--- src/rtl/program_loader.sv ---
// program_loader: assembles the file-reader byte stream into instruction words,
// writes them to instruction memory, verifies the trailing XOR checksum and gates core reset.
module program_loader #(
  parameter int WORD_BYTES = 2,
  parameter int ADDR_WIDTH = 5,
  parameter int BASE_ADDR  = 0
) (
  input  logic                    clock,
  input  logic                    reset,
  input  logic                    restart,
  input  logic [7:0]              in_data,
  input  logic                    in_valid,
  output logic                    mem_we,
  output logic [ADDR_WIDTH-1:0]   mem_addr,
  output logic [8*WORD_BYTES-1:0] mem_wdata,
  output logic [ADDR_WIDTH:0]     words_loaded,
  output logic                    cpu_hold,
  output logic                    load_done,
  output logic                    load_error
);

  localparam int                    WORD_W   = 8 * WORD_BYTES;
  localparam int                    IDX_W    = (WORD_BYTES > 1) ? $clog2(WORD_BYTES) : 1;
  localparam logic [ADDR_WIDTH-1:0] BASE     = ADDR_WIDTH'(BASE_ADDR);
  localparam logic [IDX_W-1:0]      LAST_IDX = IDX_W'(WORD_BYTES - 1);

  typedef enum logic [2:0] {
    WAIT_COUNT = 3'd0,
    LOAD       = 3'd1,
    CHECK      = 3'd2,
    DONE       = 3'd3,
    ERROR      = 3'd4
  } state_t;

  state_t            state;
  logic [7:0]        count;
  logic [7:0]        xor_acc;
  logic [IDX_W-1:0]  byte_idx;
  logic [WORD_W-1:0] word_acc;

  logic [WORD_W-1:0] next_word;
  logic              last_word;
  logic              oversize;

  // Bytes arrive MSB first, so each new byte shifts in at the bottom.
  assign next_word = (word_acc << 8) | WORD_W'(in_data);
  assign last_word = (32'(words_loaded) + 32'd1) == 32'(count);
  assign oversize  = 32'(in_data) > (32'd1 << ADDR_WIDTH);

  always_ff @(posedge clock or posedge reset) begin
    if (reset) begin
      state        <= WAIT_COUNT;
      count        <= 8'd0;
      xor_acc      <= 8'd0;
      byte_idx     <= '0;
      word_acc     <= '0;
      mem_we       <= 1'b0;
      mem_addr     <= BASE;
      mem_wdata    <= '0;
      words_loaded <= '0;
      cpu_hold     <= 1'b1;
      load_done    <= 1'b0;
      load_error   <= 1'b0;
    end else begin
      mem_we <= 1'b0;
      if (restart) begin
        // A write strobe issued last cycle is already on the bus; only the
        // in-flight byte this cycle is discarded.
        state        <= WAIT_COUNT;
        xor_acc      <= 8'd0;
        byte_idx     <= '0;
        word_acc     <= '0;
        words_loaded <= '0;
        cpu_hold     <= 1'b1;
        load_done    <= 1'b0;
        load_error   <= 1'b0;
      end else if (in_valid) begin
        case (state)
          WAIT_COUNT: begin
            count   <= in_data;
            xor_acc <= in_data;
            if (oversize) begin
              state      <= ERROR;
              load_error <= 1'b1;
            end else if (in_data == 8'd0) begin
              state <= CHECK;
            end else begin
              state <= LOAD;
            end
          end
          LOAD: begin
            xor_acc  <= xor_acc ^ in_data;
            word_acc <= next_word;
            if (byte_idx == LAST_IDX) begin
              byte_idx     <= '0;
              mem_we       <= 1'b1;
              mem_wdata    <= next_word;
              mem_addr     <= BASE + words_loaded[ADDR_WIDTH-1:0];
              words_loaded <= words_loaded + 1'b1;
              if (last_word) state <= CHECK;
            end else begin
              byte_idx <= byte_idx + 1'b1;
            end
          end
          CHECK: begin
            if (in_data == xor_acc) begin
              state     <= DONE;
              load_done <= 1'b1;
              cpu_hold  <= 1'b0;
            end else begin
              state      <= ERROR;
              load_error <= 1'b1;
            end
          end
          default: ;
        endcase
      end
    end
  end

endmodule

--- config.mk ---
export PLATFORM = sky130hd
export DESIGN_NAME = program_loader
export DESIGN_NICKNAME = d
export VERILOG_FILES = /design/src/rtl/program_loader.sv
export SDC_FILE = /design/constraint.sdc
export NUM_CORES = 1
export LEC_CHECK = 0
export ABC_CLOCK_PERIOD_IN_PS = 2040
export BUFFER_PORTS_ARGS = -buffer_cell sky130_fd_sc_hd__buf_4
export CAP_MARGIN = 20
export CORE_ASPECT_RATIO = 1.5
export CORE_MARGIN = 10
export CORE_UTILIZATION = 29
export DETAILED_ROUTE_END_ITERATION = 6
export PLACE_DENSITY = 0.57
export SLEW_MARGIN = 20
export SYNTH_ARGS = -nofsm -noshare
export SYNTH_HDL_FRONTEND = slang
export SYNTH_SLANG_ARGS = --single-unit
--- constraint.sdc ---
create_clock -name clock -period 2.04 [get_ports clock]
set_clock_uncertainty 0.05 [all_clocks]
set_input_delay 0.51 -clock clock [delete_from_list [all_inputs] [get_ports clock]]
set_output_delay 0.51 -clock clock [all_outputs]
set_load 0.005 [all_outputs]
==> results by group <==
Status
  – Status: finished with violations
  – Failing checks: setup timing

GRT
  – Global route total overflow: 0
  – Vias in the first global route: roughly 2100
  – Pin count of the biggest net entering global routing: 60
  – Total GRT Usage: 0.1010
  – Antenna violations before repair: 0
  – First-pass GRT wire length: ~11000 um

Detailed routing
  – DRC: 0
  – Drt first pass iters: 4
  – Initial DRC count: ~90
  – Drt wl/cell: 16.36 um
  – Antenna-violating nets left: 0
  – DRT Wirelength: ~6800 um
  – Vias per cell: between 4 and 5
  – Via count: ~2000

Synthesis
  – Multiplexer area fraction after synthesis: 0.1238
  – Synth Net Count: around 250
  – Most numerous cell in the Yosys netlist: dfrtp_1
  – Mapped Avg Cell Area: between 10 and 15 um2
  – Dominant cells by area after synthesis: dfrtp_1 51%, mux2_2 12%, xnor2_1 3.4%
  – Most frequent cells after synthesis: 58 x dfrtp_1, 29 x mux2_2, 19 x o21ai_0, 14 x nor2_1, 11 x xnor2_1
  – Xor and xnor area share after synthesis: 0.05903
  – Largest family of logic cells by synthesized area: compound AO/OA/AOI/OAI gates
  – YS warnings: 0
  – Compound-gate portion of the synthesized area: 0.1447
  – Yosys reg bits: between 50 and 60
  – Cell variety after synth: 48
  – Synth Area in Adders: 0.004439
  – Simple-Gate Fraction of Synth Area: 0.1008
  – Top-area cell type share of the netlist area: 0.5149
  – Ys async rst share: 1.000
  – Cell taking the most area after synthesis: dfrtp_1
  – Cell area after synthesis: about 0.0028 mm2
  – Number of synthesized flops with an enable pin: 0
  – Seq/Total Area, Yosys: 0.5242
  – Gate Count Post-Synth: 234
  – Primary FF master, synth: dfrtp_1

STA
  – Final-report max-slew violation count: 0
  – Count of final setup violators: 2
  – Unrepaired setup endpoints after global routing: yes
  – Final Hold Viols: 0
  – Max_slew headroom: 0.5494
  – Max Freq: roughly 0.48 GHz
  – Worst Setup Slack, final: -0.02352 ns
  – Slew @ Worst Pin: 0.6734 ns
  – Fin crit share: 1.012
  – Final Critical Period: 2.064 ns

Layout
  – Layout area overhead: 30.76%
  – Non-Filler Instances: ~420
  – Ant diodes: 0
  – Layout net count: slightly above 300
  – Layout fillers: ~980
  – Layout cells sized above 1: 0.4000

Pwr
  – Pwr/cell area: between 800 and 900 mW/mm2
  – Maximum vdd ir drop: 0.0004071 V
  – Overall power: 3.118 mW
  – Lkg Pwr: roughly 1.7 nW

Critical path
  – Max FO, Critical Path: 3
  – Startpoint types: flip-flop
  – Worst R2R Setup Slack: -0.02 ns
  – Largest stage delay on the critical path: 0.39 ns
  – Worst setup path start: words_loaded[1]
  – CP max stage cell: dfrtp_1
  – Critical Path End Type: flip-flop
  – Reg-to-Reg Start: words_loaded[1]
  – Critical Path AT: roughly 2.2 ns
  – Critical path type: flip-flop to flip-flop
  – CP Cell Sequence: ha_1 > xor2_1 > or3_4 > a2111oi_4 > o22ai_2 > mux2_1
  – Worst Path Required: roughly 2.2 ns

Placement
  – Final weighted congestion in routability-driven placement: between 0.7 and 0.8
  – Placed Instances: roughly 400
  – IO buf count: 42
  – HPWL Detailed: between 4000 and 5000 um

Clocking
  – Clk_lat worst skew: around 0.33 ns
  – Clock tree buffer depth: 2
  – CTS Root Cell: clkbuf_16
  – CTS tree: yes
  – Clock Sinks: 59
  – Hold-fix buffers, CTS: 0
  – CTS H-tree depth: 3
  – Clk slew on worst S/H paths: 0.05 ns
  – CTS Buf Count: 9

Die
  – IO Count: 43
  – # rows: 44
  – Die X: 100.5 um
  – Core area: approximately 0.0096 mm2
  – Initial core utilization: 0.2943
  – Die Y: 140.8 um
  – Die area: between 0.01 and 0.015 mm2

Hold path
  – Hold Path Class: primary input to asynchronous set/reset pin

Flow run
  – Maxcap violations: 0
cells by family after synthesis:
logic type,after synthesis
compound gates,55
xor+xnor,19
fa+ha+maj,1
buf+inv,19
flops,59
mux,31
simple gates,50
critical path, delay by kind of cell, from the launching register on:
kind / cells / cell delay (ns)
and+or+nand+nor: 1 / 0.37
muxes: 1 / 0.32
DFF: 1 / 0.39
AOI/OAI and AO/OA: 2 / 0.34
xor gates and xnor gates: 1 / 0.15
adders and majority gates: 1 / 0.33
what timing repair did:
item,in CTS,in global routing
resized for setup,1,1
setup endpoints to repair,2,5
setup buffers,1,0
flip-flops by register name, summed over array words and instances (netlist names):
name          cells
words_loaded      6
xor_acc           8
state             3
cpu_hold          1
mem_we            1
mem_wdata        16
count             8
load_done         1
load_error        1
mem_addr          5
word_acc          8
byte_idx          1
final cells by class:
| class | instances | area [um2] | area share |
|---|---|---|---|
| Sequential cell | 59 | 1478 | 0.4009 |
| Multi-Input combinational cell | 156 | 1260 | 0.3418 |
| Timing Repair Buffer | 62 | 478.0 | 0.1297 |
| Clock buffer | 11 | 242.7 | 0.06585 |
| Tap cell | 115 | 143.9 | 0.03904 |
| Clock inverter | 5 | 52.55 | 0.01426 |
| Inverter | 7 | 31.28 | 0.008486 |
final timing paths:
kind                                     end  cells past startpoint
min in group clock               word_acc[6]                      2
worst max register to register      state[0]                      6
max in group asynchronous           cpu_hold                      3
worst min register to register   word_acc[2]                      1
worst max-delay path                state[0]                      6
worst min-delay path            mem_wdata[8]                      3
placed cells by master, fill, tap and decap left out, drive strengths merged, types with 3 or more instances in the layout:
cell type  instances
a32o               8
clkbuf            11
dfrtp             58
inv                6
nand3              3
xnor2             11
o21ai             19
or3                3
a22o               9
nand4              4
clkinv             4
nand2             11
nor2              15
a21oi              7
buf               62
mux2              31
xor2               8
metal layers:
layer | vias to the layer above | GRT usage | share of wire | routed length, um
met5 | - | 0 | 0 | 0
met4 | 0 | 0.05672 | 0.030 | 206
met3 | 13 | 0.03229 | 0.047 | 321
met2 | 45 | 0.1544 | 0.49 | 3337
met1 | 1003 | 0.1214 | 0.43 | 2926
li1 | 965 | - | - | -
power by group:
group	internal [mW]	switching, mW	leakage (nW)
combinational	0.158	0.157	0.792
clock	0.971	0.533	0.145
sequential	1.24	0.0598	0.792
per-stage QoR:
stage	hold slack, ns	utilization	cell area [um2]	TNS, ns	setup slack [ns]
CTS	0.2061	0.3843	3681	-0.08150	-0.04088
global placement	0.4314	0.3521	3373	-0.07851	-0.03929
finish	0.1807	0.3848	3686	-0.04647	-0.02352
floorplan	0.4104	-	2856	-0.01295	-0.006473
detailed placement	0.4367	0.3521	3373	-0.1327	-0.06659
global route	0.2103	0.3848	3686	-0.2178	-0.1102
No activity file was read; power rests on OpenSTA's default activity.
